$ cat src/rtl/stepper_pkg.sv
// Shared step/direction definitions: filter states and defaults common to the
// stepper driver and its receive-side decoder.
package stepper_pkg;

  typedef enum logic [2:0] {
    ST_ARM,
    ST_LOW,
    ST_RISE,
    ST_HIGH,
    ST_FALL
  } filt_state_t;

  localparam int unsigned FILT_DEFAULT        = 4;
  localparam int unsigned IDLE_CYCLES_DEFAULT = 1000000;
  localparam logic        DIR_POS_DEFAULT     = 1'b1;

endpackage

$ cat src/rtl/step_dir_decoder_if.sv
// Step/direction decoder bus: pin inputs plus the decoded position/timing outputs.
interface step_dir_decoder_if #(
  parameter int unsigned WIDTH = 32
);

  logic                    clear;
  logic                    step_in;
  logic                    dir_in;
  logic signed [WIDTH-1:0] position;
  logic                    step_valid;
  logic                    step_dir;
  logic        [WIDTH-1:0] period;
  logic                    moving;
  logic                    dir_err;

  modport master (
    output clear, step_in, dir_in,
    input  position, step_valid, step_dir, period, moving, dir_err
  );

  modport slave (
    input  clear, step_in, dir_in,
    output position, step_valid, step_dir, period, moving, dir_err
  );

endinterface

$ cat src/rtl/step_dir_decoder_sync_filter.sv
// Two-flop synchronizer followed by a run-length level filter; flags the cycle
// in which a high level is accepted after an accepted low.
module sync_filter
  import stepper_pkg::*;
#(
  parameter int unsigned FILT = FILT_DEFAULT
) (
  input  logic clock,
  input  logic reset,
  input  logic din,
  output logic rise,
  output logic active
);

  localparam int unsigned RW = $clog2(FILT + 1);

  logic          sync1;
  logic          sync_s;
  logic          last_s;
  logic [RW-1:0] run;
  logic [RW-1:0] run_next;
  logic          full;
  filt_state_t   state;

  always_comb begin
    run_next = run;
    if (sync_s != last_s) begin
      run_next = RW'(1);
    end else if (run != RW'(FILT)) begin
      run_next = run + 1'b1;
    end
  end

  assign full   = (run_next == RW'(FILT));
  assign rise   = (state == ST_RISE) && sync_s && full;
  assign active = (state == ST_RISE) || (state == ST_HIGH);

  // Synchronizer resets high so a line that is high at reset release cannot
  // masquerade as the lows needed to arm.
  always_ff @(posedge clock) begin
    if (reset) begin
      sync1  <= 1'b1;
      sync_s <= 1'b1;
      last_s <= 1'b1;
      run    <= '0;
      state  <= ST_ARM;
    end else begin
      sync1  <= din;
      sync_s <= sync1;
      last_s <= sync_s;
      run    <= run_next;
      unique case (state)
        ST_ARM:  if (!sync_s && full) state <= ST_LOW;
        ST_LOW:  if (sync_s) state <= ST_RISE;
        ST_RISE: begin
          if (!sync_s)   state <= ST_LOW;
          else if (full) state <= ST_HIGH;
        end
        ST_HIGH: if (!sync_s) state <= ST_FALL;
        ST_FALL: begin
          if (sync_s)    state <= ST_HIGH;
          else if (full) state <= ST_LOW;
        end
        default: state <= ST_ARM;
      endcase
    end
  end

endmodule

$ cat src/rtl/step_dir_decoder.sv
// Receive-side step/direction decoder: counts filtered step pulses into a signed
// position, measures step period, and flags idle and direction-timing errors.
module step_dir_decoder
  import stepper_pkg::*;
#(
  parameter int unsigned WIDTH       = 32,
  parameter int unsigned FILT        = FILT_DEFAULT,
  parameter int unsigned IDLE_CYCLES = IDLE_CYCLES_DEFAULT,
  parameter logic        DIR_POS     = DIR_POS_DEFAULT
) (
  input logic               clock,
  input logic               reset,
  step_dir_decoder_if.slave bus
);

  localparam logic [WIDTH-1:0] IDLE_LAST = WIDTH'(IDLE_CYCLES - 1);

  logic                    dir1;
  logic                    dir_s;
  logic                    dir_q;
  logic                    rise;
  logic                    active;
  logic                    take;
  logic                    have_prev;
  logic        [WIDTH-1:0] interval;
  logic signed [WIDTH-1:0] position_q;
  logic        [WIDTH-1:0] period_q;
  logic                    step_valid_q;
  logic                    step_dir_q;
  logic                    moving_q;
  logic                    dir_err_q;

  sync_filter #(.FILT(FILT)) u_step_filter (
    .clock  (clock),
    .reset  (reset),
    .din    (bus.step_in),
    .rise   (rise),
    .active (active)
  );

  // A step landing on a clear cycle is dropped entirely, including its timing.
  assign take = rise && !bus.clear;

  always_ff @(posedge clock) begin
    if (reset) begin
      dir1         <= 1'b0;
      dir_s        <= 1'b0;
      dir_q        <= 1'b0;
      interval     <= '0;
      have_prev    <= 1'b0;
      position_q   <= '0;
      period_q     <= '0;
      step_valid_q <= 1'b0;
      step_dir_q   <= 1'b0;
      moving_q     <= 1'b0;
      dir_err_q    <= 1'b0;
    end else begin
      dir1         <= bus.dir_in;
      dir_s        <= dir1;
      dir_q        <= dir_s;
      step_valid_q <= take;

      if (take) begin
        interval <= '0;
      end else if (interval != '1) begin
        interval <= interval + 1'b1;
      end

      if (take) begin
        moving_q   <= 1'b1;
        step_dir_q <= (dir_s == DIR_POS);
      end else if (interval == IDLE_LAST) begin
        moving_q <= 1'b0;
      end

      if (bus.clear) begin
        position_q <= '0;
        period_q   <= '0;
        have_prev  <= 1'b0;
        dir_err_q  <= 1'b0;
      end else begin
        if (take) begin
          position_q <= (dir_s == DIR_POS) ? position_q + 1'b1 : position_q - 1'b1;
          have_prev  <= 1'b1;
          if (!have_prev)          period_q <= '0;
          else if (interval == '1) period_q <= '1;
          else                     period_q <= interval + 1'b1;
        end
        if (active && (dir_s != dir_q)) begin
          dir_err_q <= 1'b1;
        end
      end
    end
  end

  assign bus.position   = position_q;
  assign bus.period     = period_q;
  assign bus.step_valid = step_valid_q;
  assign bus.step_dir   = step_dir_q;
  assign bus.moving     = moving_q;
  assign bus.dir_err    = dir_err_q;

endmodule

$ cat src/flat_wrapper.sv
// flat-port wrapper written by rule: the top's interface ports become plain ports
module step_dir_decoder_flat import stepper_pkg::*;
#(
  parameter int unsigned WIDTH       = 32,
  parameter int unsigned FILT        = FILT_DEFAULT,
  parameter int unsigned IDLE_CYCLES = IDLE_CYCLES_DEFAULT,
  parameter logic        DIR_POS     = DIR_POS_DEFAULT
)
  (clock, reset, bus_clear, bus_step_in, bus_dir_in, bus_position, bus_step_valid, bus_step_dir, bus_period, bus_moving, bus_dir_err);
  step_dir_decoder_if #(.WIDTH(WIDTH)) bus_i ();
  input logic clock;
  input logic reset;
  input wire logic [$bits(bus_i.clear)-1:0] bus_clear;
  input wire logic [$bits(bus_i.step_in)-1:0] bus_step_in;
  input wire logic [$bits(bus_i.dir_in)-1:0] bus_dir_in;
  output wire logic [$bits(bus_i.position)-1:0] bus_position;
  output wire logic [$bits(bus_i.step_valid)-1:0] bus_step_valid;
  output wire logic [$bits(bus_i.step_dir)-1:0] bus_step_dir;
  output wire logic [$bits(bus_i.period)-1:0] bus_period;
  output wire logic [$bits(bus_i.moving)-1:0] bus_moving;
  output wire logic [$bits(bus_i.dir_err)-1:0] bus_dir_err;
  assign bus_i.clear = bus_clear;
  assign bus_i.step_in = bus_step_in;
  assign bus_i.dir_in = bus_dir_in;
  assign bus_position = bus_i.position;
  assign bus_step_valid = bus_i.step_valid;
  assign bus_step_dir = bus_i.step_dir;
  assign bus_period = bus_i.period;
  assign bus_moving = bus_i.moving;
  assign bus_dir_err = bus_i.dir_err;
  step_dir_decoder #(.WIDTH(WIDTH), .FILT(FILT), .IDLE_CYCLES(IDLE_CYCLES), .DIR_POS(DIR_POS)) u_core (.clock(clock), .reset(reset), .bus(bus_i));
endmodule
$ cat config.mk
export PLATFORM = sky130hd
export DESIGN_NAME = step_dir_decoder_flat
export DESIGN_NICKNAME = d
export VERILOG_FILES = /design/src/rtl/stepper_pkg.sv /design/src/rtl/step_dir_decoder_if.sv /design/src/rtl/step_dir_decoder_sync_filter.sv /design/src/rtl/step_dir_decoder.sv /design/src/flat_wrapper.sv
export SDC_FILE = /design/constraint.sdc
export NUM_CORES = 1
export LEC_CHECK = 0
export BUFFER_PORTS_ARGS = -buffer_cell sky130_fd_sc_hd__buf_2
export CORE_UTILIZATION = 60
export CTS_CLUSTER_DIAMETER = 60
export DETAILED_ROUTE_END_ITERATION = 8
export MAX_ROUTING_LAYER = met4
export PLACE_DENSITY = 0.82
export SLEW_MARGIN = 20
export SYNTH_ARGS = -nofsm -noshare
export SYNTH_HDL_FRONTEND = slang
export SYNTH_SLANG_ARGS = --single-unit
$ cat constraint.sdc
create_clock -name clock -period 5.6 [get_ports clock]
set_clock_uncertainty 0.2 [all_clocks]
set_input_delay 0.84 -clock clock [delete_from_list [all_inputs] [get_ports clock]]
set_output_delay 0.84 -clock clock [all_outputs]
set_load 0.05 [all_outputs]
# Word level (Yosys, flattened, before mapping)

Index checks and enable logic that the tools add are counted.

Add/sub/neg operators: 4
$mul: 0
Div/mod/pow operators: 0
$lt $le $gt $ge: 0
Equal/unequal tests: 16
Shifts and indexed selects: 0
Multiplexer cells: 15
Bitwise operators: 0
Reduce and logical (&&, ||, !) cells: 13

Operators by type and width:

| cell                  | count |
|---|---|
| $mux 32               | 3 |
| $add 32x1->32 const B | 2 |
| $eq 32x20->1 const B  | 1 |
| $eq 32x32->1 const B  | 1 |
| $ne 32x32->1 const B  | 1 |
| $sub 32x1->32 const B | 1 |
| $mux 3                | 9 |
| $pmux 3 s5            | 1 |
| $ne 3x3->1 const B    | 3 |
| $eq 3x2->1 const B    | 2 |
| $eq 3x3->1 const B    | 2 |
| $ne 2x2->1 const B    | 3 |
| $logic_and 1x1->1     | 5 |
| $reduce_and 5->1      | 1 |
| $reduce_or 2->1       | 2 |
| $add 3x1->3 const B   | 1 |
| $eq 3x1->1 const B    | 1 |
| $logic_not 3->1       | 1 |
| $logic_not 1->1       | 2 |
| $mux 1                | 2 |
| $ne 1x1->1            | 2 |
| $reduce_bool 2->1     | 1 |
| $logic_or 1x1->1      | 1 |

Bits in registers: 113
Bits in latches: 0
RAM bits: 0
Bits in read-only memories: 0
Input port bits: 5
Output and inout port bits: 68
Logic and storage cells: 64
Memories kept: 0

# Longest topological paths before layout

Word-level depth: 7
Mapped depth: 13
Depth with buffers taken out: 11

# Modules after synthesis

A second synthesis with hierarchy kept.

Cells, all modules: 753
Area, all modules: 6133.4 um2

By module, submodules not included:

| module           | instances | cells an instance | area an instance (um2) | sequential area each (um2) |
|---|---|---|---|---|
| step_dir_decoder | 1         | 705               | 5703.0                 | 2082.0 |
| sync_filter      | 1         | 48                | 430.4                  | 180.2 |

# Worst setup path after synthesis

No wires, ideal clock.

Path type: flip-flop to flip-flop
From: reg u_core.dir_s
To: reg u_core.position_q[24] (netlist: u_core.bus.position[24])
Setup time: 63 ps
Data arrival time: 3320 ps
Data required time: 5337 ps
Slack: 2017 ps
Stages on the path, launching flop included: 13
Cells stage by stage: dfxtp_1 clkbuf_1 inv_1 fa_1 a21o_1 a221oi_1 a21oi_1 o21ai_1 o31ai_1 a31oi_1 nand2b_1 a211o_1 nand3_1

Longest elaborated chain between the ends: 1

Ends and longest elaborated chain:

| what                   | RTL line               | source |
|---|---|---|
| start, declared        | step_dir_decoder.sv:19 | `logic dir_s;` |
| start signal, assigned | step_dir_decoder.sv:59 | `dir_s <= dir1;` |
| $mux 32                | step_dir_decoder.sv:83 | `position_q <= (dir_s == DIR_POS) ? position_q + 1'b1 : position_q - 1'b1;` |
| end signal, assigned   | step_dir_decoder.sv:83 |  |
| end, declared          | step_dir_decoder.sv:26 | `logic signed [WIDTH-1:0] position_q;` |

No other way between the ends.
A chain may end at the register's enable or synchronous reset.

# Final worst setup path

Ends and elaborated chain as after synthesis.

==> impl_metrics.env <==
export IMPL_fin_nets=819
export IMPL_fin_util_pct=73.24
export IMPL_placed_cell_area_mm2=0.006264
export IMPL_synth_top_family_by_area="simple AND/OR/NAND/NOR gates"
export IMPL_cts_resized=0
export IMPL_hold_violations=0
export IMPL_synth_main_ff_cell="dfxtp_1"
export IMPL_timing_final_max_slew_violations=0
export IMPL_grt_pass1_vias=5128
export IMPL_synth_compound_area_share_pct=20.62
export IMPL_drv_cap=0
export IMPL_syn_nets=766
export IMPL_wl_met2_um=6644
export IMPL_swShare_pct=24.36
export IMPL_cts_tree="yes"
export IMPL_clockPowerShare_pct=54.8
export IMPL_area_growth_pct=17.10
export IMPL_layout_cells_non_filler=922
export IMPL_final_common_cell="dfxtp_1"
export IMPL_ant_nets=0
export IMPL_cts_buffers_inserted=17
export IMPL_synth_edf_count=0
export IMPL_switching_power_mw=0.4822
export IMPL_coreArea_mm2=0.009371
export IMPL_cell_internal_pwr_mw=1.497
export IMPL_yosysWarnings=0
export IMPL_timing_rr_start="u_core.dir_s"
export IMPL_period_share_pct=67.30
export IMPL_setup_tns_ns=0
export IMPL_worstMarginPinSlew_ns=0.8896
export IMPL_p_leak_nw=2.941
export IMPL_combPwrFrac_pct=4.0
export IMPL_min_from="u_core.u_step_filter.sync1"
export IMPL_synth_avg_cell_area_um2=8.063
export IMPL_design_die_area_mm2=0.01017
export IMPL_cp_data_arrival_time_ns=4.02
export IMPL_min_period_ns=3.769
export IMPL_pin_count=73
export IMPL_timing_rr_end="u_core.bus.position[24]"
export IMPL_dr_total_vias=5516
export IMPL_synth_async_reset_ratio_pct=0
export IMPL_die_w_um=100.8
export IMPL_drc=0
export IMPL_r2r_cells=12
export IMPL_mostFrequentLayoutCells="dfxtp_1 (113), a21oi_1 (102), nand2_1 (91), buf_2 (72), nor2_1 (65)"
export IMPL_cts_max_level=4
export IMPL_status="complete, no violations"
export IMPL_cp_required_ns=5.85
export IMPL_start_util_pct=62.55
export IMPL_dp_hpwl_um=9310
export IMPL_clock_sinks=113
export IMPL_drt_total_wl_um=14310
export IMPL_cp_max_fo=32
export IMPL_die_h_um=100.8
export IMPL_grt_max_degree=69
export IMPL_clockRootBuffer="clkbuf_8"
export IMPL_numPlacedInstances=890
export IMPL_synthXorXnorAreaFrac_pct=7.620
export IMPL_stdcell_area_mm2=0.006864
export IMPL_cts_buffer_depth=2
export IMPL_slew_headroom_pct=40.25
export IMPL_yosys_area_share_simple_pct=21.71
export IMPL_yosysUniqueCellTypes=55
export IMPL_critPathCaptureType="register"
export IMPL_worstSetupPathType="register to register"
export IMPL_rsz0062_at_grt="no"
export IMPL_grt_pass1_wl_um=23830
export IMPL_clock_latency_ns=0.52
export IMPL_reg2reg_slack_ns=1.83
export IMPL_final_setup_viol_count=0
export IMPL_holdPathStages=1
export IMPL_muxShareOfSynthArea_pct=0.3415
export IMPL_whs_ns=0.2156
export IMPL_drtIter0Drc=218
export IMPL_p_per_area_mw_per_mm2=288.4
export IMPL_cts_setup_buffers=0
export IMPL_track_usage_pct=30.38
export IMPL_min_path_type="register to register"
export IMPL_worstHoldEndpoint="u_core.u_step_filter.sync_s"
export IMPL_globalRoute_totalOverflow=0
export IMPL_postSynthCellCount=727
export IMPL_drive_gt1_share_pct=15.01
export IMPL_num_rows=35
export IMPL_met1_length_um=6623
export IMPL_antenna_found_initial=0
export IMPL_path_clk_slew_ns=0.06
export IMPL_synth_seq_area_share_pct=38.59
export IMPL_wl_per_cell_um=15.52
export IMPL_irDropWorstVdd_mv=0.1879
export IMPL_seqPwrFrac_pct=41.2
export IMPL_gp_congestion=0.8956
export IMPL_port_buffers=72
export IMPL_nFillCells=722
export IMPL_max_freq_mhz=265.4
export IMPL_diodes=0
export IMPL_met3_length_um=690
export IMPL_hold_buffers=0
export IMPL_ys_ff_latch=113
export IMPL_highest_layer="met4"
export IMPL_startpoint_type="register"
export IMPL_synth_adder_area_share_pct=7.385
export IMPL_viasPerCell=5.983
export IMPL_syn_cell_area_mm2=0.005862
export IMPL_first_pass_iters=5
## power groups by stage
stage | Sequential, mW | Combinational, mW | Clock (mW)
after floorplan | 0.831 | 0.0607 | 0
after global placement | 0.832 | 0.0734 | 0
after detailed placement | 0.833 | 0.0763 | 0
after CTS | 0.815 | 0.0779 | 1.09
after global routing | 0.816 | 0.0880 | 1.13
final | 0.815 | 0.0791 | 1.08
## layer usage
metal | track usage [%] | up-vias
li1 | - | 2693
met3 | 5.964 | 33
met1 | 38.58 | 2591
met2 | 46.89 | 199
met5 | - | -
met4 | 13.82 | 0
## kinds of logic after synthesis
kind of cell / Yosys count
AOI/OAI and AO/OA: 199
xor gates and xnor gates: 51
adders and majority gates: 34
buffers and inverters: 57
DFF: 113
muxes: 2
and+or+nand+nor: 271
## per-stage QoR
stage / setup slack, ns / total power [mW]
floorplan: 2.017 / 0.8917
global placement: 2.057 / 0.9057
detailed placement: 1.936 / 0.9091
CTS: 1.868 / 1.982
global route: 1.590 / 2.036
finish: 1.831 / 1.979
## worst max-delay path, stage by stage (launching register included)
cell and delay, ns:
dfxtp_1 0.48, inv_1 0.07, buf_4 0.26, fa_1 0.45, a21o_1 0.20, a221oi_1 0.41
a21oi_1 0.22, o21ai_1 0.37, o31ai_1 0.15, a31oi_1 0.34, nand2b_1 0.17, a211o_1 0.31
nand3_1 0.06
## synthesized netlist by cell type, types with 15 or more instances
library cell,instances,area (um2)
dfxtp_1,113,2262
a21oi_1,102,510.5
nand2_1,91,341.6
nor2_1,66,247.7
clkbuf_1,34,127.6
ha_1,33,412.9
nand3_1,32,160.2
xnor2_1,31,271.5
xor2_1,20,175.2
o21ai_0,19,95.09
and3_1,16,100.1
inv_1,15,56.30
## worst max-delay path by stage
stage | to | slack, ns | cells after the start | start
6_report | u_core.bus.position[24] | 1.83 | 12 | u_core.dir_s
5_1_grt | u_core.bus.position[24] | 1.59 | 12 | u_core.dir_s
4_1_cts | u_core.bus.position[24] | 1.87 | 12 | u_core.dir_s
3_5_place_dp | u_core.bus.position[24] | 1.94 | 12 | u_core.dir_s
3_3_place_gp | u_core.bus.position[24] | 2.06 | 12 | u_core.dir_s
2_1_floorplan | u_core.bus.position[24] | 2.02 | 12 | u_core.dir_s
## registers in the layout, summed over array words and instances (netlist names)
register and cells:
u_core.bus.dir_err 1, u_core.bus.moving 1, u_core.bus.period 32, u_core.bus.position 32
u_core.bus.step_dir 1, u_core.bus.step_valid 1, u_core.dir1 1, u_core.dir_q 1
u_core.dir_s 1, u_core.have_prev 1, u_core.interval 32, u_core.u_step_filter.last_s 1
u_core.u_step_filter.run 3, u_core.u_step_filter.state 3, u_core.u_step_filter.sync1 1, u_core.u_step_filter.sync_s 1
## layout make-up
type / instances / area [um2] / share of cell area, %
Sequential cell: 113 / 2262 / 32.96
Clock inverter: 14 / 167.7 / 2.443
Inverter: 15 / 56.30 / 0.8203
Timing Repair Buffer: 76 / 390.4 / 5.687
Multi-Input combinational cell: 557 / 3398 / 49.51
Clock buffer: 18 / 427.9 / 6.234
Tap cell: 129 / 161.4 / 2.351
(Power assumes the default switching activity.)
